### src/rtl/range_seq_ctrl.sv
// range_seq_ctrl: session sequencer feeding samples to a range datapath and holding its result.
// Optional idle-RUN timeout of TIMEOUT cycles is enabled by defining RANGE_SEQ_TIMEOUT_EN.
module range_seq_ctrl #(
    parameter int WIDTH   = 10,
    parameter int CNT_W   = 8,
    parameter int TIMEOUT = 1000
) (
    input  logic             clock,
    input  logic             reset_n,
    input  logic             start,
    input  logic [CNT_W-1:0] frame_len,
    input  logic             sample_valid,
    input  logic [WIDTH-1:0] sample_data,
    output logic             sample_ready,
    output logic [WIDTH-1:0] rf_data,
    output logic             rf_go,
    output logic             rf_finish,
    input  logic [WIDTH-1:0] rf_range,
    input  logic             rf_error,
    output logic [WIDTH-1:0] result,
    output logic             result_valid,
    input  logic             result_ack,
    output logic             busy,
    output logic             err
);
    typedef enum logic [2:0] {IDLE, RUN, DRAIN, FINISH, HOLD} state_t;

    state_t           state, next;
    logic [CNT_W-1:0] len_q, count, count_inc;
    logic             accept, last, tmo;

    assign count_inc = count + 1'b1;
    assign accept    = sample_valid && sample_ready;
    assign last      = accept && count_inc == len_q;

`ifdef RANGE_SEQ_TIMEOUT_EN
    localparam int IW = $clog2(TIMEOUT + 1);
    logic [IW-1:0] idle_cnt;
    // fires on the TIMEOUT-th consecutive RUN cycle without an accept
    assign tmo = state == RUN && !accept && idle_cnt == IW'(TIMEOUT - 1);
    always_ff @(posedge clock or negedge reset_n)
        if (!reset_n) idle_cnt <= '0;
        else          idle_cnt <= (state == RUN && !accept) ? idle_cnt + 1'b1 : '0;
`else
    logic unused_timeout;
    assign unused_timeout = |TIMEOUT;
    assign tmo = 1'b0;
`endif

    always_ff @(posedge clock or negedge reset_n)
        if (!reset_n) state <= IDLE;
        else          state <= next;

    always_comb begin
        next = state;
        case (state)
            IDLE:    next = (start && frame_len != '0) ? RUN : IDLE;
            RUN:     next = last ? DRAIN : tmo ? ((count != '0) ? DRAIN : IDLE) : RUN;
            DRAIN:   next = FINISH;
            FINISH:  next = HOLD;
            HOLD:    next = result_ack ? IDLE : HOLD;
            default: next = IDLE;
        endcase
    end

    always_comb begin
        sample_ready = state == RUN;
        busy         = state != IDLE;
        result_valid = state == HOLD;
    end

    always_ff @(posedge clock or negedge reset_n) begin
        if (!reset_n) begin
            len_q     <= '0;
            count     <= '0;
            rf_data   <= '0;
            rf_go     <= 1'b0;
            rf_finish <= 1'b0;
            result    <= '0;
            err       <= 1'b0;
        end else begin
            rf_go     <= accept;
            rf_finish <= next == FINISH;
            if (accept) begin
                rf_data <= sample_data;
                count   <= count_inc;
            end
            if (state == IDLE && start) begin
                len_q <= frame_len;
                count <= '0;
            end
            if (state == FINISH) result <= rf_range;
            if (state == IDLE && start) err <= frame_len == '0;
            else if ((state != IDLE && rf_error) || tmo) err <= 1'b1;
        end
    end
endmodule

### config.mk
export PLATFORM = sky130hd
export DESIGN_NAME = range_seq_ctrl
export DESIGN_NICKNAME = d
export VERILOG_FILES = /design/src/rtl/range_seq_ctrl.sv
export SDC_FILE = /design/constraint.sdc
export NUM_CORES = 1
export LEC_CHECK = 0
export BUFFER_PORTS_ARGS = -buffer_cell sky130_fd_sc_hd__buf_2
export CORE_MARGIN = 8
export CORE_UTILIZATION = 45
export CTS_CLUSTER_DIAMETER = 50
export DETAILED_ROUTE_END_ITERATION = 8
export GPL_TIMING_DRIVEN = 0
export PLACE_DENSITY_LB_ADDON = 0.08
export SYNTH_ARGS = -nofsm -noshare
export SYNTH_HDL_FRONTEND = slang
export SYNTH_SLANG_ARGS = --single-unit
### constraint.sdc
create_clock -name clock -period 1.7 [get_ports clock]
set_input_delay 0.255 -clock clock [delete_from_list [all_inputs] [get_ports clock]]
set_output_delay 0.255 -clock clock [all_outputs]
set_load 0.03 [all_outputs]
* Yosys cells after proc, flatten, opt, wreduce, memory -nomap -nowiden
Index checks and enable logic that the tools add are counted.
** Storage, ports and cells
- Register bits :: 42
- Input port bits :: 34
** Operators by class
- Add/sub/neg operators :: 1
- Equal/unequal tests :: 6
- Multiplexer cells :: 8
- Reductions and logical operators :: 11
** Operator list (number)
- $mux W8 :: 2
- $pmux W3 S5 :: 1
- $eq A3 B2 Y1 const B :: 3
- $add A8 B1 Y8 const B :: 1
- $eq A8 B8 Y1 :: 1
- $logic_not A8 Y1 :: 1
- $reduce_bool A8 Y1 :: 1
- $logic_and A1 B1 Y1 :: 5
- $reduce_bool A2 Y1 :: 2
- $eq A3 B1 Y1 const B :: 1
- $eq A3 B3 Y1 const B :: 1
- $logic_not A3 Y1 :: 1
- $mux W1 :: 3
- $mux W3 :: 1
- $reduce_bool A3 Y1 :: 1
- $mux W2 :: 1

* Logic depth before layout (Yosys ltp)
- Depth in word-level cells :: 6
- Gate-level depth with buffers :: 7
- Mapped depth without buffers :: 7

* Worst setup path before layout
No wires, ideal clock.
- Path type :: register to register
- From :: register state[2]
- To :: register state[0]
- Library setup time :: 124 ps
- Arrival time :: 1774 ps
- Data required time :: 1576 ps
- Path slack :: -198 ps
- Cell stages (with the launch flop) :: 8
- Buffers on the path :: 0
- Cells stage by stage :: dfrtp_1 nor3b_4 nand2_4 clkinv_4 nand3_2 nor4_2 nand4_1 a211o_1
** On the way
- Cells in the longest elaborated chain, start to end :: 5
- Elaborated cells on any way between the ends :: 9
- Classes of those cells :: 4 x eq/ne; 2 x mux; 3 x reduce/logical
** RTL lines
- start: declaration :: RTL line 28 : state_t state, next;
- start signal: assignment :: RTL line 52 : else state <= next;
- $eq A3 B1 Y1 (*) :: RTL line 67 : sample_ready = state == RUN;
- via sample_ready :: RTL line 14 : output logic sample_ready,
- $logic_and A1 B1 Y1 :: RTL line 33 : assign accept = sample_valid && sample_ready;
- $logic_and A1 B1 Y1 :: RTL line 34 : assign last = accept && count_inc == len_q;
- $mux W2 :: RTL line 58 : RUN: next = last ? DRAIN : tmo ? ((count != '0) ? DRAIN : IDLE) : RUN;
- $pmux W3 S5 (*) :: RTL line 56 : case (state)
- via next[0] :: RTL line 28
The timed path passes the listed nets; every way through them passes the cells marked *.
A chain may end at the register's enable or synchronous reset.

* Worst setup path after layout
- From :: register count[0]
- To :: register state[0]
** On the way
- Cells in the longest elaborated chain, start to end :: 5
** RTL lines
- start: declaration :: RTL line 29 : logic [CNT_W-1:0] len_q, count, count_inc;
- start signal: assignment :: RTL line 86 : count <= count_inc;
- $add A8 B1 Y8 :: RTL line 32 : assign count_inc = count + 1'b1;
- $eq A8 B8 Y1 :: RTL line 34
- $logic_and A1 B1 Y1 :: RTL line 34
- $mux W2 :: RTL line 58
- $pmux W3 S5 :: RTL line 56
- via next[0] :: RTL line 28
The timed path passes the listed nets, and every way through them passes these cells.

==> summary.md <==
| Metric | Value |
|---|---|
| Min Hold Slack | `0.08324 ns` |
| Unrepaired setup endpoints after global routing | `yes` |
| Crit. End Element | `flip-flop` |
| Max Clock Freq | `between 500 and 600 MHz` |
| CP Launch Type | `flip-flop` |
| Area of the multi-input gates | `~900 um^2` |
| Arr. time, crit path | `1.89 ns` |
| Clock Path Buffers | `2` |
| Post-route ant nets | `0` |
| Synthesis-to-finish area growth | `33.25%` |
| Leakage power | `0.001212 uW` |
| Row cnt | `23` |
| Worst skew pair latency | `between 0.2 and 0.3 ns` |
| Post-synth EDFFs | `0` |
| N_diodes | `0` |
| Drt total wl | `4465 um` |
| Core footprint | `0.004058 mm^2` |
| Max_slew headroom | `39.33%` |
| Number of port buffers | `59` |
| Cell Area, Synth | `0.001927 mm^2` |
| Clk pwr share | `16.5%` |
| Share of power burned in registers | `38.8%` |
| First-pass GRT wire length | `7348 um` |
| DR vias/cell | `5.154` |
| CTS buffer count | `5` |
| Total power | `4031 uW` |
| Combinational share of power | `44.6%` |
| Skew final | `0.007624 ns` |
| Largest net degree at the start of global routing | `43` |
| Initial antenna violation count | `0` |
| Cells after DPL | `288` |
| Layout cells sized above 1 | `a little under half` |
| CTS H-tree depth | `2` |
| Path type of the worst setup path | `flip-flop to flip-flop` |
| Post-CTS Hold Buffers | `0` |
| #FFs+latches synth | `42` |
| Final Non-Filler Cells | `306` |
| Netlist cell types | `39` |
| Max Slew Vio Count | `0` |
| Post-synthesis average cell area | `10.76 um^2` |
| Async set-or-reset flop fraction in the synthesized netlist | `100.0%` |
| Clock root cell | `clkbuf_8` |
| Max Cap Viol | `0` |
| Register area share after synthesis | `54.55%` |
| Sw frac | `38.92%` |
| Starting Density | `about 47%` |
| Gr usage total | `14.31%` |
| Per-cell routed wire length | `14.59 um` |
| Clk sink count | `42` |
| GPL Wtd Cong | `0.7804` |
| Vias in the first global route | `1647` |
| Clock transition at the registers of the reported paths | `0.08 ns` |
| Cells after synthesis | `179` |
| Die Y | `81.44 um` |
| Synthesized netlist net count | `~210` |
| Top post-synthesis cells by area | `dfrtp_1 55%, mux2_2 11%, nand2_1 7.2%` |
| Status | `finished with violations` |
| Warnings, synthesis | `0` |
| CTS tree | `yes` |
| Drt first pass iters | `4` |
| Failing checks | `negative setup slack` |
| Cell area power density | `between 1500 and 2000 mW/mm^2` |
| Filler cells | `343` |
| Top_reg_cell synth | `dfrtp_1` |
| Most frequent cells after synthesis | `42 x dfrtp_1, 37 x nand2_1, 18 x mux2_2` |
| HP Class | `primary input to async pin` |
| Residual DRC | `0` |
| Top-count cell post-synth | `dfrtp_1` |
| Area leader, netlist | `dfrtp_1` |
| Final setup violation count | `1` |
| Reg area | `0.001057 mm^2` |
| Final Hold Viols | `0` |
| Crit path required time | `1.89 ns` |
| Routed vias | `1577` |
| Util after Layout | `between 60% and 70%` |
| DIE AREA | `0.006632 mm^2` |
| Min cycle time layout | `1.702 ns` |
| Post-synth top area share | `54.55%` |
| Final HPWL DP | `~3200 um` |
| P_int | `approximately 2500 uW` |
| Final Cycle Share | `100.1%` |
| Die X | `between 80 and 90 um` |
| Worst-path fanout max | `5` |
| Final worst setup slack | `-0.002329 ns` |
| Final net count | `290` |
| Max VDD drop | `0.0007306 V` |
| Switching power total | `about 1600 uW` |
| Slew @ Worst Pin | `0.9100 ns` |
| Overflow after GRT | `0` |
| IO Pins | `60` |
| Drt first-iter violations | `between 80 and 90` |
-- worst max-delay path, stage by stage (launching register included) --
cell and delay [ns]:
dfrtp_2 0.46, ha_4 0.27, xnor2_2 0.16, nand3_2 0.09, nor4_2 0.20, nand4_1 0.14
a211o_1 0.27
-- metal layers --
layer  global-route usage (%)  part of all wire, %  vias up
met5                        0                    0        -
met3                    4.803                  7.3        7
met1                    18.63                   44      743
met4                    5.893                  1.9        0
li1                         -                    -      776
met2                    21.32                   47       51
-- kinds of logic after synthesis --
logic type	after synthesis	share of synthesized area (%)
XOR/XNOR	8	3.636
flip-flops	42	54.55
multiplexers	18	10.52
AO/OA/AOI/OAI	29	9.676
buffers and inverters	12	2.598
adder cells (fa/ha/maj)	1	0.6492
AND/OR/NAND/NOR	69	18.38
-- per-stage QoR --
stage / setup TNS [ns] / setup WS (ns) / area [um^2]
floorplan: -0.1755 / -0.1635 / 1938
global placement: -1.448 / -0.3218 / 2296
detailed placement: -1.785 / -0.3547 / 2296
CTS: -0.02870 / -0.02629 / 2506
global route: -0.1933 / -0.1447 / 2567
finish: -0.002329 / -0.002329 / 2567
-- timing repair --
action / CTS / global route
setup endpoints to repair: 19 / 13
pin swaps: 4 / 3
endpoints found under the hold margin: 0 / 0
gates resized for setup: 10 / 13
buffers inserted: 10 / 2
-- path summary, 6_finish.rpt --
kind | from | endpoint | slack, ns | cells past startpoint
worst max register to register | count[0] | state[0] | -0.002 | 6
worst max-delay path | count[0] | state[0] | -0.002 | 6
min in group clock | sample_data[8] | rf_data[8] | 0.15 | 3
max in group asynchronous | reset_n | count[0] | 0.98 | 1
worst min register to register | rf_data[1] | rf_data[1] | 0.47 | 2
worst min-delay path | reset_n | err | 0.08 | 1
-- final cells by class --
class | instances | share of cell area [%]
Inverter | 6 | 1.072
Sequential cell | 42 | 41.18
Clock inverter | 2 | 0.4873
Timing Repair Buffer | 71 | 15.89
Multi-Input combinational cell | 125 | 35.09
Buffer | 4 | 0.6335
Clock buffer | 6 | 3.216
Tap cell | 50 | 2.437
-- state kept, by name, summed over array words and instances, names as in the netlist --
register	count
count	8
err	1
len_q	8
result	10
rf_data	10
rf_finish	1
rf_go	1
state	3
-- power by group through the flow --
stage | combinational, uW | sequential, uW | clock (uW)
floorplan | 819 | 1820 | 0
global placement | 1490 | 1550 | 0
detailed placement | 1520 | 1560 | 0
CTS | 1710 | 1550 | 698
global route | 1970 | 1620 | 738
finish | 1800 | 1560 | 667
-- placed cells by master (no fill, tap or decap), types with 2 or more instances in the layout --
master / n
a21oi_1: 3
clkbuf_8: 6
o21ai_0: 12
inv_1: 5
mux2_2: 18
buf_6: 2
nand4_1: 2
nor4_2: 2
nand3_2: 2
nand3_1: 3
nor2_1: 6
buf_2: 58
a211oi_1: 2
nor4_1: 2
xor2_1: 3
xnor2_1: 3
clkbuf_1: 3
dfrtp_2: 5
dfrtp_1: 37
nand2_1: 37
and3_4: 2
buf_4: 10
o31ai_1: 3
Note: power is estimated with default switching activity, not from simulation.
